===== config.mk =====
export PLATFORM = sky130hd
export DESIGN_NAME = fm_bank_sched
export DESIGN_NICKNAME = d
export VERILOG_FILES = /design/src/rtl/fm_bank_sched.sv
export SDC_FILE = /design/constraint.sdc
export NUM_CORES = 1
export LEC_CHECK = 0
export ABC_AREA = 1
export CAP_MARGIN = 20
export CORE_UTILIZATION = 42
export CTS_CLUSTER_SIZE = 40
export DETAILED_ROUTE_END_ITERATION = 10
export PLACE_DENSITY = 0.83
export SLEW_MARGIN = 15
export SYNTH_ARGS = -nofsm -noshare
export SYNTH_HDL_FRONTEND = slang
export SYNTH_SLANG_ARGS = --single-unit

===== constraint.sdc =====
create_clock -name clk -period 7.79 [get_ports clk]
set_clock_uncertainty 0.15 [all_clocks]
set_input_delay 2.337 -clock clk [delete_from_list [all_inputs] [get_ports clk]]
set_output_delay 2.337 -clock clk [all_outputs]
set_load 0.05 [all_outputs]

===== src/rtl/fm_bank_sched.sv =====
// FM ping-pong genome buffer controller: fills two banks from the byte stream and
// drains each full bank in fixed windows, handed round-robin to MinHash consumers.
module fm_bank_sched #(
  parameter int BUFFER_SIZE = 64,
  parameter int WINDOW      = 8,
  parameter int NUM_REQ     = 4,
  localparam int AW   = $clog2(BUFFER_SIZE),
  localparam int IDW  = $clog2(NUM_REQ),
  localparam int NWIN = BUFFER_SIZE / WINDOW
) (
  input  logic               clk,
  input  logic               rst_n,
  input  logic               i_in_valid,
  input  logic [7:0]         i_in_data,
  output logic               o_in_ready,
  output logic               o_wr_en,
  output logic               o_wr_bank,
  output logic [AW-1:0]      o_wr_addr,
  output logic [7:0]         o_wr_data,
  input  logic [NUM_REQ-1:0] i_req,
  output logic [NUM_REQ-1:0] o_gnt,
  output logic               o_rd_en,
  output logic               o_rd_bank,
  output logic [AW-1:0]      o_rd_addr,
  output logic               o_rsp_valid,
  output logic [IDW-1:0]     o_rsp_id,
  output logic [1:0]         o_bank_full,
  output logic               o_frame_done
);

  localparam int WCW = (NWIN > 1) ? $clog2(NWIN) : 1;
  localparam int WB  = $clog2(WINDOW);

  typedef enum logic [0:0] {RD_IDLE = 1'b0, RD_ISSUE = 1'b1} rd_state_t;

  rd_state_t        r_state;
  logic             r_wr_bank;
  logic             r_rd_bank;
  logic [AW-1:0]    r_wr_addr;
  logic [WCW-1:0]   r_win_cnt;
  logic [IDW-1:0]   r_ptr;
  logic [1:0]       r_bank_full;
  logic             r_rsp_valid;
  logic [IDW-1:0]   r_rsp_id;

  logic             w_in_ready;
  logic             w_wr_en;
  logic             w_fill;
  logic             w_issue;
  logic             w_last_win;
  logic             w_release;
  logic             w_found;
  logic [IDW-1:0]   w_pick;
  logic [IDW-1:0]   w_idx;
  logic [IDW-1:0]   w_ptr_nxt;
  logic [1:0]       w_set;
  logic [1:0]       w_clr;
  logic [NUM_REQ-1:0] w_onehot;

  assign w_in_ready = ~r_bank_full[r_wr_bank];
  assign w_wr_en    = i_in_valid & w_in_ready;
  assign w_fill     = w_wr_en & (r_wr_addr == AW'(BUFFER_SIZE - 1));
  assign w_issue    = (r_state == RD_ISSUE) & w_found;
  assign w_last_win = (r_win_cnt == WCW'(NWIN - 1));
  assign w_release  = w_issue & w_last_win;
  assign w_ptr_nxt  = (w_pick == IDW'(NUM_REQ - 1)) ? {IDW{1'b0}} : w_pick + IDW'(1);
  assign w_onehot   = {{(NUM_REQ-1){1'b0}}, 1'b1} << w_pick;

  // A fill and a release always touch different banks, so set and clear never collide.
  assign w_set = {w_fill & r_wr_bank, w_fill & ~r_wr_bank};
  assign w_clr = {w_release & r_rd_bank, w_release & ~r_rd_bank};

  // Round-robin pick: first requester at or after the pointer.
  always_comb begin
    w_found = 1'b0;
    w_pick  = {IDW{1'b0}};
    w_idx   = {IDW{1'b0}};
    for (int i = 0; i < NUM_REQ; i++) begin
      w_idx   = IDW'((int'(r_ptr) + i) % NUM_REQ);
      w_pick  = (!w_found && i_req[w_idx]) ? w_idx : w_pick;
      w_found = w_found | i_req[w_idx];
    end
  end

  // Write counter and fill bank.
  always_ff @(posedge clk) begin
    if (!rst_n) begin
      r_wr_addr <= {AW{1'b0}};
      r_wr_bank <= 1'b0;
    end else if (w_wr_en) begin
      if (w_fill) begin
        r_wr_addr <= {AW{1'b0}};
        r_wr_bank <= ~r_wr_bank;
      end else begin
        r_wr_addr <= r_wr_addr + AW'(1);
      end
    end
  end

  // Per-bank full flags.
  always_ff @(posedge clk) begin
    if (!rst_n) begin
      r_bank_full <= 2'b00;
    end else begin
      r_bank_full <= (r_bank_full & ~w_clr) | w_set;
    end
  end

  // Read FSM: window counter, drain bank and arbiter pointer.
  always_ff @(posedge clk) begin
    if (!rst_n) begin
      r_state   <= RD_IDLE;
      r_rd_bank <= 1'b0;
      r_win_cnt <= {WCW{1'b0}};
      r_ptr     <= {IDW{1'b0}};
    end else begin
      case (r_state)
        RD_IDLE: begin
          r_win_cnt <= {WCW{1'b0}};
          if (r_bank_full[r_rd_bank]) begin
            r_state <= RD_ISSUE;
          end
        end
        RD_ISSUE: begin
          if (w_issue) begin
            r_ptr <= w_ptr_nxt;
            if (w_last_win) begin
              r_win_cnt <= {WCW{1'b0}};
              r_rd_bank <= ~r_rd_bank;
              r_state   <= r_bank_full[~r_rd_bank] ? RD_ISSUE : RD_IDLE;
            end else begin
              r_win_cnt <= r_win_cnt + WCW'(1);
            end
          end
        end
        default: r_state <= RD_IDLE;
      endcase
    end
  end

  // Response tag lines up with the buffer's registered read data.
  always_ff @(posedge clk) begin
    if (!rst_n) begin
      r_rsp_valid <= 1'b0;
      r_rsp_id    <= {IDW{1'b0}};
    end else begin
      r_rsp_valid <= w_issue;
      if (w_issue) begin
        r_rsp_id <= w_pick;
      end
    end
  end

  assign o_in_ready   = w_in_ready;
  assign o_wr_en      = w_wr_en;
  assign o_wr_bank    = r_wr_bank;
  assign o_wr_addr    = r_wr_addr;
  assign o_wr_data    = i_in_data;
  assign o_gnt        = w_issue ? w_onehot : {NUM_REQ{1'b0}};
  assign o_rd_en      = w_issue;
  assign o_rd_bank    = r_rd_bank;
  assign o_rd_addr    = AW'(r_win_cnt) << WB;
  assign o_rsp_valid  = r_rsp_valid;
  assign o_rsp_id     = r_rsp_id;
  assign o_bank_full  = r_bank_full;
  assign o_frame_done = w_release;

endmodule


Word level (Yosys, flattened, before mapping) --
Cells that the tools add are included.
Storage, ports and cells: output and inout port bits 35, logic and storage cells 83, flip-flop bits (word level) 19, input port bits 15
Operators by class: equality and inequality tests 4, shift operators 1, reductions and logical operators 9, bitwise operators 18, $add $sub $neg 6, muxes and demuxes 29, order comparisons 7
Operator list (count):
- 1-bit 2-to-1 mux | 14
- 2-bit by 3-bit < comparator with 1-bit output (second input constant) | 4
- 2-bit 2-to-1 mux | 5
- 1-bit AND | 8
- 1-bit binary-select mux with 2-bit select | 4
- 6-bit by 1-bit adder with 6-bit output (second input constant) | 1
- 6-bit == test (second input constant) | 1
- 1-bit by 2-bit < comparator with 1-bit output (second input constant) | 3
- 3-bit 2-to-1 mux | 2
- 6-bit 2-to-1 mux | 1
- 3-bit one-hot mux with 2 select lines | 1
- 2-bit by 1-bit adder with 2-bit output (second input constant) | 2
- 2-bit adder (second input constant) | 2
- 4-bit 2-to-1 mux | 1
- 1-bit inverter | 4
- 2-bit AND reduction | 2
- 1-bit by 2-bit left shift with 4-bit output (first input constant) | 1
- 3-bit by 1-bit adder with 3-bit output (second input constant) | 1
- 3-bit == test (second input constant) | 1
- 1-bit logical AND | 3
- 1-bit zero test | 3
- 1-bit bitwise OR | 3
- 3-bit AND reduction | 1
- 2-bit AND | 1
- other kinds (5) | 5

Longest topological paths before layout --
word-level depth 12, gate-level depth with buffers 14, gate-level depth less buffers 14

Worst setup path after synthesis --
OpenSTA, ideal clock, no wires.
kind input-to-output, start input port i_req[2], end output port o_gnt[3], buffers on the path 0, setup slack 1.368 ns, required time 5.303 ns, cell stages on the path 12, arrival 3.935 ns, path through inv_1 -> nand2_1 -> nand3_2 -> nand2_1 -> nor2_4 -> nand3_1 -> nand3_1 -> nand2_1 -> inv_1 -> ha_1 -> inv_1 -> nor2_1
On the way: cells in the longest elaborated chain, start to end 9, elaborated cells between the ends (all ways) 24, those cells by class 1 x shift; 13 x mux; 4 x bitwise; 6 x reduce/logical
RTL lines:
- start, declared | RTL line 20 | input logic [NUM_REQ-1:0] i_req,
- 1-bit binary-select mux with 2-bit select | RTL line 80, 81
- 1-bit 2-to-1 mux (not written as such) | RTL line 80, 81
- 1-bit zero test or 1-bit bitwise OR (tied branches) | RTL line 80, 81
- 1-bit logical AND, or another cell as far along | RTL line 80 | w_pick = (!w_found && i_req[w_idx]) ? w_idx : w_pick;
- 2-bit 2-to-1 mux, or another cell as far along | RTL line 80
- 2-bit 2-to-1 mux or 1-bit logical AND (tied branches) | RTL line 80
- 2-bit 2-to-1 mux * | RTL line 80
- named net w_pick[1] | RTL line 53 | logic [IDW-1:0] w_pick;
- 1-bit by 2-bit left shift with 4-bit output * | RTL line 67 | assign w_onehot = {{(NUM_REQ-1){1'b0}}, 1'b1} << w_pick;
- 4-bit 2-to-1 mux * | RTL line 159 | assign o_gnt = w_issue ? w_onehot : {NUM_REQ{1'b0}};
- end, declared | RTL line 21 | output logic [NUM_REQ-1:0] o_gnt,
The timed path passes the listed nets; every way through them passes the cells marked *. The select of a mux whose other input is x is not followed.

Worst setup path in the final report --
start input port i_req[0], end output port o_gnt[3]
The elaborated chain is that of the path after synthesis.

==> impl_metrics.tcl <==
set metrics [dict create \
    firstDrtPassIters 4 \
    final_util 0.530 \
    core_region_area_sq_um 3050 \
    die_area_sq_um 3440 \
    rsz0062_at_grt "no" \
    yosysSeqAreaShare 0.282 \
    reg2reg_setup_slack_ps 5360 \
    cap_violations 0 \
    ant_nets 0 \
    synth_area_leaders "dfxtp_1, nand2_1, inv_1" \
    layout_common_cells "nand2_1, clkdlybuf4s50_1, inv_1" \
    dr.first_iter.drc_count 43 \
    cts_buffer_depth 2 \
    synthCells 195 \
    cp-end-kind "output port" \
    globalplace.congestion 0.974 \
    synthDominantCellAreaShare 0.282 \
    cts_resized 0 \
    finalSetupViolCount 0 \
    place_area_sq_um 1590 \
    path_class "input pin to output port" \
    antennaDiodeCount 0 \
    areaGrowthSynthToFinish_pct 20.1 \
    p_total_mw 0.183 \
    synth_top_area_cell "dfxtp_1" \
    die_h_microns 58.6 \
    antenna_found_initial 0 \
    nFillCells 300 \
    die_w_microns 58.6 \
    drc 0 \
    pin_count 50 \
    drive_above_1_share 0.138 \
    cts.sinks 19 \
    clk_latency_ps 300 \
    vias_per_cell 4.67 \
    status "finished clean" \
    grt_use_total 0.170 \
    num_rows 20 \
    post-route-period-util 0.936 \
    holdBufCountCts 0 \
    crit_fanout 3 \
    arrival_ps 4800 \
    cts_tree "built" \
    grt_first_pass_wirelength_microns 4550 \
    portBuffers 30 \
    htree_levels 1 \
    synth.avg_cell_area_sq_um 6.91 \
    clk_pin_slew_ps 110 \
    numCtsBuffers 3 \
    vias 1219 \
    slew_viol_final 0 \
    final_common_cell "nand2_1" \
    grt_pass1_vias 1060 \
    critical_path.startpoint_type "input pin" \
    synthesis.area_sq_um 1350 \
    finalHoldViolCount 0 \
    fin_area_sq_um 1620 \
    worst_slew_pin_slew_ps 511 \
    fin_setup_tns_ps 0 \
    synth_cell_types 31 \
    p_leak_nw 0.752 \
    routedWlPerCell_microns 10.2 \
    yosys_warnings 0 \
    grt_overflow 0 \
    hold_path.class "flip-flop to flip-flop" \
    fmax_mhz 137 \
    crit_required_ps 5300 \
    max_slew_margin 0.658 \
    power.density_nw_per_um2 113 \
    clockRootBuffer "clkbuf_4" \
    routed_wl_microns 2670 \
    grt_max_degree 15 \
    layout.nets 240 \
    fin_crit_ps 7290 \
    dpl.hpwl_microns 2060 \
    start_util 0.441 \
    peakVddDrop_mv 0.0647 \
    cts_setup_buffers 0 \
    synth-seq-cells 19 \
]
-- synth_stat cells --
cell / n
a21oi_1: 9
and3_1: 1
nand4_1: 2
xnor2_1: 1
xor2_1: 1
nor2_4: 2
nand2_2: 10
buf_12: 1
ha_1: 7
o21ai_2: 4
inv_2: 3
conb_1: 1
o21ai_1: 1
a21oi_2: 2
nand2_1: 53
nor2_1: 15
inv_1: 24
nand3_4: 1
buf_4: 11
a22oi_1: 1
nor3_1: 1
nand3_1: 14
buf_2: 1
buf_6: 1
dfxtp_1: 19
nand2_4: 2
nand3b_1: 1
nand3_2: 2
nor3_2: 1
o21ai_0: 2
or2_1: 1
-- power breakdown --
group          internal, mW  total [mW]  switching, mW
sequential           0.0983      0.0996        0.00127
clock                0.0200      0.0516         0.0316
combinational        0.0106      0.0320         0.0214
total                 0.129       0.183         0.0543
-- state kept, by name (all words and copies together) (netlist names), 2 cells and up --
signal and count:
r_win_cnt 3, o_bank_full 2, o_rsp_id 2, r_ptr 2, o_wr_addr 6
-- final cells by class --
type | instances | area (sq um) | area share
repair buffers | 30 | 300 | 0.186
inverters | 27 | 101 | 0.0626
well taps | 44 | 55.1 | 0.0340
multi-input cells | 137 | 754 | 0.466
flip-flops and latches | 19 | 380 | 0.235
clock buffers | 4 | 26.3 | 0.0162
-- layer usage --
layer / routed length (microns) / global-route usage
met1: 1240 / 0.226
met5: 0 / 0
met3: 144 / 0.0286
met2: 1250 / 0.276
met4: 40 / 0.0646
-- cells by family after synthesis --
| family | Yosys count | share of synthesized area |
|---|---|---|
| AND/OR/NAND/NOR | 106 | 0.384 |
| buffers and inverters | 41 | 0.163 |
| AO/OA/AOI/OAI | 19 | 0.0891 |
| flip-flops | 19 | 0.282 |
| adder cells (fa/ha/maj) | 7 | 0.0650 |
| XOR/XNOR | 2 | 0.0130 |
| other | 1 | 0.00278 |
-- path summary, 6_finish.rpt --
path	from	to	cells after the start
setup reg to reg	r_ptr[0]	r_ptr[1]	11
hold / removal	r_win_cnt[1]	r_win_cnt[1]	2
hold reg to reg	r_win_cnt[1]	r_win_cnt[1]	2
setup / recovery	i_req[0]	o_gnt[3]	13
-- through the flow --
| step | setup slack (ps) | instances | hold WS [ps] |
|---|---|---|---|
| 3_3_place_gp | 502 | 257 | 335 |
| 3_5_place_dp | 501 | 257 | 335 |
| 4_1_cts | 501 | 261 | 357 |
| 5_1_grt | 289 | 261 | 392 |
| 6_report | 501 | 261 | 350 |
| 2_1_floorplan | 1370 | 197 | 410 |
-- worst max-delay path, stage by stage --
cell and delay, ps:
clkdlybuf4s50_1 470, inv_1 50, nand2_1 90, nand2_1 70, o21ai_2 180, nand2_1 110
nand3_1 100, nand2_1 80, nor2_1 180, ha_1 180, inv_1 50, nor2_1 90
clkdlybuf4s50_1 810
(Power assumes the default switching activity.)
